==> src/rtl/kbd_pkg.sv <==
// Shared constants, state encoding and key-state payload for the PS/2 keyboard event decoder.
package kbd_pkg;

  localparam int unsigned BYTE_W = 8;

  localparam logic [BYTE_W-1:0] SC_EXT   = 8'hE0;
  localparam logic [BYTE_W-1:0] SC_BREAK = 8'hF0;

  localparam logic [BYTE_W-1:0] ASCII_NUL   = 8'h00;
  localparam logic [BYTE_W-1:0] ASCII_SPACE = 8'h20;
  localparam logic [BYTE_W-1:0] ASCII_ZERO  = 8'h30;
  localparam logic [BYTE_W-1:0] ASCII_LC_A  = 8'h61;

  typedef enum logic {
    IDLE = 1'b0,
    WAIT = 1'b1
  } dec_state_e;

  typedef struct packed {
    logic [BYTE_W-1:0] code;
    logic              ext;
    logic              down;
  } key_state_t;

  // Offset into the lowercase letter or digit range.
  function automatic logic [BYTE_W-1:0] ascii_ofs(input logic [BYTE_W-1:0] base,
                                                  input int unsigned idx);
    return base + BYTE_W'(idx);
  endfunction

endpackage

==> src/rtl/kbd_ascii_rom.sv <==
// Combinational set-2 scancode to ASCII lookup; extended (E0) keys map to NUL.
module kbd_ascii_rom
  import kbd_pkg::*;
(
  input  logic [BYTE_W-1:0] i_code,
  input  logic              i_ext,
  output logic [BYTE_W-1:0] o_ascii
);

  logic [BYTE_W-1:0] w_ascii;

  always_comb begin
    w_ascii = ASCII_NUL;
    case (i_code)
      8'h1C: w_ascii = ascii_ofs(ASCII_LC_A, 0);
      8'h32: w_ascii = ascii_ofs(ASCII_LC_A, 1);
      8'h21: w_ascii = ascii_ofs(ASCII_LC_A, 2);
      8'h23: w_ascii = ascii_ofs(ASCII_LC_A, 3);
      8'h24: w_ascii = ascii_ofs(ASCII_LC_A, 4);
      8'h2B: w_ascii = ascii_ofs(ASCII_LC_A, 5);
      8'h34: w_ascii = ascii_ofs(ASCII_LC_A, 6);
      8'h33: w_ascii = ascii_ofs(ASCII_LC_A, 7);
      8'h43: w_ascii = ascii_ofs(ASCII_LC_A, 8);
      8'h3B: w_ascii = ascii_ofs(ASCII_LC_A, 9);
      8'h42: w_ascii = ascii_ofs(ASCII_LC_A, 10);
      8'h4B: w_ascii = ascii_ofs(ASCII_LC_A, 11);
      8'h3A: w_ascii = ascii_ofs(ASCII_LC_A, 12);
      8'h31: w_ascii = ascii_ofs(ASCII_LC_A, 13);
      8'h44: w_ascii = ascii_ofs(ASCII_LC_A, 14);
      8'h4D: w_ascii = ascii_ofs(ASCII_LC_A, 15);
      8'h15: w_ascii = ascii_ofs(ASCII_LC_A, 16);
      8'h2D: w_ascii = ascii_ofs(ASCII_LC_A, 17);
      8'h1B: w_ascii = ascii_ofs(ASCII_LC_A, 18);
      8'h2C: w_ascii = ascii_ofs(ASCII_LC_A, 19);
      8'h3C: w_ascii = ascii_ofs(ASCII_LC_A, 20);
      8'h2A: w_ascii = ascii_ofs(ASCII_LC_A, 21);
      8'h1D: w_ascii = ascii_ofs(ASCII_LC_A, 22);
      8'h22: w_ascii = ascii_ofs(ASCII_LC_A, 23);
      8'h35: w_ascii = ascii_ofs(ASCII_LC_A, 24);
      8'h1A: w_ascii = ascii_ofs(ASCII_LC_A, 25);
      // Digit row
      8'h45: w_ascii = ascii_ofs(ASCII_ZERO, 0);
      8'h16: w_ascii = ascii_ofs(ASCII_ZERO, 1);
      8'h1E: w_ascii = ascii_ofs(ASCII_ZERO, 2);
      8'h26: w_ascii = ascii_ofs(ASCII_ZERO, 3);
      8'h25: w_ascii = ascii_ofs(ASCII_ZERO, 4);
      8'h2E: w_ascii = ascii_ofs(ASCII_ZERO, 5);
      8'h36: w_ascii = ascii_ofs(ASCII_ZERO, 6);
      8'h3D: w_ascii = ascii_ofs(ASCII_ZERO, 7);
      8'h3E: w_ascii = ascii_ofs(ASCII_ZERO, 8);
      8'h46: w_ascii = ascii_ofs(ASCII_ZERO, 9);
      8'h29: w_ascii = ASCII_SPACE;
      default: w_ascii = ASCII_NUL;
    endcase
  end

  assign o_ascii = i_ext ? ASCII_NUL : w_ascii;

endmodule

==> src/rtl/kbd_event_decoder.sv <==
// Pops set-2 scancodes from the PS/2 FIFO and tracks a single held key with press/release events.
module kbd_event_decoder
  import kbd_pkg::*;
#(
  parameter int unsigned COUNT_W = 8
) (
  input  logic               clk,
  input  logic               rst,
  input  logic [BYTE_W-1:0]  ps2_data_in,
  input  logic               ps2_ready,
  input  logic               ps2_overflow,
  output logic               nextdata_n,
  output logic [BYTE_W-1:0]  key_code,
  output logic               key_ext,
  output logic [BYTE_W-1:0]  key_ascii,
  output logic               key_down,
  output logic               press_event,
  output logic               release_event,
  output logic [COUNT_W-1:0] press_count,
  output logic               ovf_sticky
);

  dec_state_e   r_state;
  key_state_t   r_key;
  logic         r_ext_pend;
  logic         r_brk_pend;
  logic         r_press;
  logic         r_release;
  logic [COUNT_W-1:0] r_count;
  logic         r_ovf;

  dec_state_e   w_state_nxt;
  key_state_t   w_key_nxt;
  logic         w_ext_pend_nxt;
  logic         w_brk_pend_nxt;
  logic         w_press_nxt;
  logic         w_release_nxt;
  logic [COUNT_W-1:0] w_count_nxt;
  logic         w_pop;
  logic         w_same_key;

  // A byte is consumed in the same cycle it is seen in IDLE; reset blocks the pop.
  assign w_pop      = (r_state == IDLE) && ps2_ready;
  assign nextdata_n = ~(w_pop & ~rst);

  assign w_same_key = r_key.down && (ps2_data_in == r_key.code) && (r_ext_pend == r_key.ext);

  always_ff @(posedge clk) begin
    if (rst) begin
      r_state    <= IDLE;
      r_key      <= '0;
      r_ext_pend <= 1'b0;
      r_brk_pend <= 1'b0;
      r_press    <= 1'b0;
      r_release  <= 1'b0;
      r_count    <= '0;
      r_ovf      <= 1'b0;
    end else begin
      r_state    <= w_state_nxt;
      r_key      <= w_key_nxt;
      r_ext_pend <= w_ext_pend_nxt;
      r_brk_pend <= w_brk_pend_nxt;
      r_press    <= w_press_nxt;
      r_release  <= w_release_nxt;
      r_count    <= w_count_nxt;
      r_ovf      <= r_ovf | ps2_overflow;
    end
  end

  always_comb begin
    w_state_nxt    = r_state;
    w_key_nxt      = r_key;
    w_ext_pend_nxt = r_ext_pend;
    w_brk_pend_nxt = r_brk_pend;
    w_press_nxt    = 1'b0;
    w_release_nxt  = 1'b0;
    w_count_nxt    = r_count;
    case (r_state)
      IDLE: begin
        if (w_pop) begin
          w_state_nxt = WAIT;
          if (ps2_data_in == SC_EXT) begin
            w_ext_pend_nxt = 1'b1;
          end else if (ps2_data_in == SC_BREAK) begin
            w_brk_pend_nxt = 1'b1;
          end else if (r_brk_pend) begin
            // Break of anything other than the tracked key is dropped.
            if (w_same_key) begin
              w_key_nxt.down = 1'b0;
              w_release_nxt  = 1'b1;
            end
            w_ext_pend_nxt = 1'b0;
            w_brk_pend_nxt = 1'b0;
          end else begin
            // Make code; an identical held key is typematic repeat.
            if (!w_same_key) begin
              w_key_nxt.code = ps2_data_in;
              w_key_nxt.ext  = r_ext_pend;
              w_key_nxt.down = 1'b1;
              w_press_nxt    = 1'b1;
              w_count_nxt    = r_count + COUNT_W'(1);
            end
            w_ext_pend_nxt = 1'b0;
          end
        end
      end
      WAIT: begin
        w_state_nxt = IDLE;
      end
      default: begin
        w_state_nxt = IDLE;
      end
    endcase
  end

  kbd_ascii_rom u_ascii_rom (
    .i_code  (r_key.code),
    .i_ext   (r_key.ext),
    .o_ascii (key_ascii)
  );

  assign key_code      = r_key.code;
  assign key_ext       = r_key.ext;
  assign key_down      = r_key.down;
  assign press_event   = r_press;
  assign release_event = r_release;
  assign press_count   = r_count;
  assign ovf_sticky    = r_ovf;

endmodule

==> config.mk <==
export PLATFORM = sky130hd
export DESIGN_NAME = kbd_event_decoder
export DESIGN_NICKNAME = d
export VERILOG_FILES = /design/src/rtl/kbd_pkg.sv /design/src/rtl/kbd_ascii_rom.sv /design/src/rtl/kbd_event_decoder.sv
export SDC_FILE = /design/constraint.sdc
export NUM_CORES = 1
export LEC_CHECK = 0
export CAP_MARGIN = 20
export CORE_MARGIN = 3
export CORE_UTILIZATION = 48
export CTS_BUF_LIST = sky130_fd_sc_hd__clkbuf_8
export DETAILED_ROUTE_END_ITERATION = 10
export HOLD_SLACK_MARGIN = 0.06
export MAX_ROUTING_LAYER = met4
export PLACE_DENSITY = 0.78
export SLEW_MARGIN = 20
export SYNTH_ARGS = -nofsm -noshare
export SYNTH_HDL_FRONTEND = slang
export SYNTH_SLANG_ARGS = --single-unit
export TNS_END_PERCENT = 20
==> constraint.sdc <==
create_clock -name clk -period 3.24 [get_ports clk]
set_clock_uncertainty 0.15 [all_clocks]
set_input_delay 0.324 -clock clk [delete_from_list [all_inputs] [get_ports clk]]
set_output_delay 0.324 -clock clk [all_outputs]
set_load 0.01 [all_outputs]
### Word-level counts from Yosys, hierarchy flattened

Memories as Yosys holds them, arrays and structs flattened. A register that Yosys moved wholly into a read port is not among the register bits.
Cells that the tools add are included.

| word-level totals | value |
|---|---|
| bits in latches | 0 |
| bits of input ports | 12 |
| logic and storage cells | 52 |
| bits in writable memories | 0 |
| memory bits (read-only) | 896 |
| memories kept | 1 |
| output and inout port bits | 30 |
| flip-flop bits (word level) | 24 |

Memories:

| memory | depth | width | read ports | clocked after Yosys merged registers in | wr ports | RTL line | RTL |
|---|---|---|---|---|---|---|---|
| (no name shown) | 128 | 7 | 1 | 1 | 0 | kbd_ascii_rom.sv:14 | `case (i_code)` |

| operators by class | value |
|---|---|
| shift operators | 0 |
| multipliers | 0 |
| multiplexer cells | 14 |
| divide/modulo/power cells | 0 |
| eq/ne operators | 7 |
| bitwise gates (word level) | 10 |
| reduce and logical (&&, ||, !) cells | 9 |
| $lt $le $gt $ge | 0 |
| add/sub/neg operators | 1 |

Operators by type and width:

| kind | count |
|---|---|
| == test 8 bit, second input constant | 2 |
| 2-to-1 mux 8 bit | 2 |
| 2-to-1 mux 7 bit | 2 |
| AND reduction 6 bit | 2 |
| OR reduction 6 bit | 2 |
| 2-to-1 mux 1 bit | 9 |
| adder 8 x 1 -> 8 bit, second input constant | 1 |
| == test 8 bit | 1 |
| NOT 1 bit | 8 |
| AND reduction 3 bit | 2 |
| != test 2 bit, second input constant | 2 |
| logical AND 1 bit | 3 |
| != test 2 x 1 -> 1 bit, second input constant | 1 |
| case mux 1 bit (2 select lines) | 1 |
| bitwise AND 1 bit | 1 |
| == test 1 bit | 1 |
| bitwise OR 1 bit | 1 |

### Depth between registers and ports, before layout

| depth | value |
|---|---|
| depth after elaboration | 7 |
| mapped depth | 18 |
| mapped depth without buffers | 16 |

### Modules after synthesis

From an unflattened synthesis, not the netlist that was laid out.

| second synthesis, totals | value |
|---|---|
| cells, all modules | 235 |
| area total of the unflattened synthesis | 1845.5 µm² |

Modules (own cells, without submodules):

| module | area each (µm²) | cells each | sequential area each (µm²) | times used |
|---|---|---|---|---|
| kbd_event_decoder | 1073.5 | 115 | 480.5 | 1 |
| kbd_ascii_rom | 772.0 | 120 | 0.0 | 1 |

### Least setup slack after synthesis

Ideal clock, no wire load.

| path | value |
|---|---|
| kind | input port to flip-flop |
| start point | in ps2_data_in[2] |
| end point | reg (tool-made name) |
| required time | 3.021 ns |
| buffers on the path | 2 |
| setup slack | -0.011 ns |
| data arrival time | 3.032 ns |
| setup time | 0.069 ns |
| stages | 18 |
| path through | buf_4 -> xnor2_1 -> nand4_1 -> nor3_1 -> inv_1 -> ha_1 -> nand3b_2 -> a21oi_4 -> buf_6 -> nand2b_1 -> a21oi_1 -> inv_1 -> ha_1 -> inv_1 -> o31a_1 -> o22ai_1 -> a21oi_1 -> o21ai_1 |

RTL lines:

| element | RTL line | RTL |
|---|---|---|
| from (decl) | kbd_event_decoder.sv:9 | `input logic [BYTE_W-1:0] ps2_data_in,` |

==> impl_metrics.csv <==
group,metric,value,unit
outcome,outcome,"complete, no violations",
worst_setup_path,cp_max_fo,4,
worst_setup_path,start_kind,"primary input",
timing,min_period,3.10,ns
finish,mostFrequentLayoutCells,"buf_4 (56), clkdlybuf4s50_1 (39), dfxtp_1 (31), nand2_1 (30), nor2_1 (27)",
finish,area_growth,49.9,%
grt,grt_pass1_wl,10900,µm
synth,ys_async_sr_fraction,0,%
die,pin_count,42,
clocking,cts_tree,"done",
synth,synth_cell_type_count,62,
worst_setup_path,path_common_cell,"inv_1",
routing,num_vias,2345,
synth,syn_avg_cell_area,7.82,µm²
timing,fin_crit_sh,95.5,%
clocking,clkLatencyLatePin,0.29,ns
clocking,cts_buffers,5,
grt,grt_pass1_vias,2169,
worst_setup_path,worst_setup_path_end_kind,"flip-flop",
clocking,cts_setup_buffers,0,
timing,worst_slew_pin_slew,0.551,ns
pwr,powerDensity,373,nW/µm²
place,post-place-ws,-0.342,ns
synth,synthCells,262,
worst_setup_path,cp.arrival,3.16,ns
synth,yosysWarnings,0,
pwr,vdd_drop_max,0.212,mV
routing,drc,0,
routing,drtIter0Drc,209,
synth,synth.net_count,281,
grt,grt_max_degree,20,
synth,seq_area_frac_synth,30.3,%
die,die_w,71.3,µm
clocking,clockRootBuffer,"clkbuf_8",
clocking,cts.sink_count,31,
timing,setup_viol,0,
synth,netlist_top_cells_area,"dfxtp_1 (30%), nand2_1 (5.9%), a21oi_1 (5.6%)",
grt,antenna_found_initial,0,
place,gp_congestion,0.984,
clocking,htreeDepth,2,
clocking,clockBufferDepth,2,
die,rows,23,
finish,final_area,3070,µm²
grt,overflow,0,
pwr,p_leak,1.25,nW
timing,maxSlewHeadroom,63.2,%
synth,synth-edff-count,0,
routing,drt.antenna.violating_nets,0,
place,hpwl,5050,µm
place,place_area,2870,µm²
timing,report.final.slew_viol_count,0,
finish,layout.nets,373,
worst_setup_path,worst_ep_required_time,3.30,ns
min_path,hold_path.class,"flip-flop to flip-flop",
synth,ys_ff_latch,31,
finish,fillers,318,
timing,finalHoldViolations,0,
synth,synth.top_cell.area_share,30.3,%
synth,synth_top_area_cell,"dfxtp_1",
worst_setup_path,cp_slowest_stage_delay,0.51,ns
routing,avgRoutedWirePerCell,16.4,µm
die,initial_core_util,50.5,%
finish,final_common_cell,"buf_4",
worst_setup_path,worstSetupPathType,"primary input to flip-flop",
run,maxCapViolCount,0,
clocking,clkTransAtPathRegs,0.07,ns
timing,fin_ws,0.144,ns
routing,wirelength,6660,µm
clocking,hold_buffers,0,
finish,drive_gt1_share,26.2,%
finish,diodes,0,
synth,syn_area,2050,µm²
finish,register_area,621,µm²
routing,via_per_inst,5.79,
timing,rsz0062_at_grt,"true",
routing,dr.pass1.iters,5,
timing,max_freq,323,MHz
die,die_y,71.3,µm
worst_setup_path,slowest_stage,"clkdlybuf4s50_1",
worst_setup_path,crit_chain,"clkdlybuf4s50_1 > xnor2_1 > nand4_1 > nor3_2 > inv_1 > ha_2 > nand3b_4 > a21oi_4 > nand2b_4 > a21oi_2 > inv_2 > ha_4 > inv_1 > o31a_1 > o22ai_2 > a21oi_1 > o21ai_1",
die,core_area,4060,µm²
finish,multi_input_area,1390,µm²
grt,grt_usage,27.5,%
place,io_buffers,40,
die,die_area,5090,µm²
synth,ys_dominant_reg_cell,"dfxtp_1",
-- power breakdown --
group	internal, mW	total, mW	switching (mW)
registers	0.401	0.416	0.0157
logic	0.164	0.328	0.164
clock network	0.249	0.402	0.153
-- metal layers --
| layer | part of all wire [%] | GRT usage [%] | up-vias |
|---|---|---|---|
| met3 | 7.6 | 3.79 | 12 |
| li1 | - | - | 1108 |
| met5 | 0 | - | - |
| met1 | 44 | 36.8 | 1103 |
| met4 | 1.4 | 8.35 | 0 |
| met2 | 47 | 43.0 | 122 |
-- worst max-delay path: cells and delay by family --
| kind | cells | cell delay, ns |
|---|---|---|
| AO/OA/AOI/OAI | 6 | 0.81 |
| buffers and inverters | 4 | 0.73 |
| AND/OR/NAND/NOR | 4 | 0.66 |
| adder cells (fa/ha/maj) | 2 | 0.49 |
| XOR/XNOR | 1 | 0.13 |
-- synthesized netlist by cell type (4+ instances only) --
cell type and count:
nand3_1 8, nor3_1 5, o21ai_0 4, ha_1 7, o211ai_1 4, nor2_1 27, nand4_1 5, xnor2_1 11
nand2b_1 4, o21ai_1 4, and2_1 8, inv_1 12, xor2_1 5, nand2_1 32, nand4b_1 4, a31oi_1 6
a21oi_1 23, dfxtp_1 31
-- logic make-up (layout without fill, tap and decap cells) --
family / Yosys count / count (layout) / share of synthesized area [%]
simple gates: 112 / 112 / 28.3
compound gates: 66 / 66 / 22.1
flops: 31 / 31 / 30.3
buf+inv: 26 / 119 / 6.29
xor+xnor: 16 / 16 / 6.84
fa+ha+maj: 7 / 7 / 4.27
mux: 3 / 3 / 1.71
other cells: 1 / 1 / 0.183
-- cell type report --
class / instances / share of cell area [%]
multi-input cells: 205 / 45.2
repair buffers: 96 / 26.8
flip-flops and latches: 31 / 20.2
clock buffers: 6 / 2.69
well taps: 50 / 2.04
inverters: 15 / 1.91
clock inverters: 2 / 1.14
-- stage by stage --
step                total power, mW  setup TNS [ns]  util [%]  cells  hold WS (ns)
floorplan                     0.579               0         -    262         0.289
global placement              0.728           -1.63      70.6    397         0.297
detailed placement            0.730           -1.92      70.6    397         0.327
CTS                            1.14               0      74.1    405         0.338
global route                   1.20         -0.0237      75.7    405         0.372
finish                         1.15               0      75.7    405         0.337
-- final timing paths --
check / slack [ns] / start / endpoint / cells after the start
max reg2reg: 0.28 / key_code[0] / flip-flop / 16
min: 0.34 / r_brk_pend / press_event / 1
max: 0.14 / ps2_data_in[1] / flip-flop / 17
min reg2reg: 0.34 / r_brk_pend / press_event / 1
-- timing repair --
item | in CTS | in global routing
setup endpoints to repair | 2 | 7
pin swaps | 1 | 4
resized for setup | 4 | 13
Note: power is estimated with default switching activity, not from simulation.
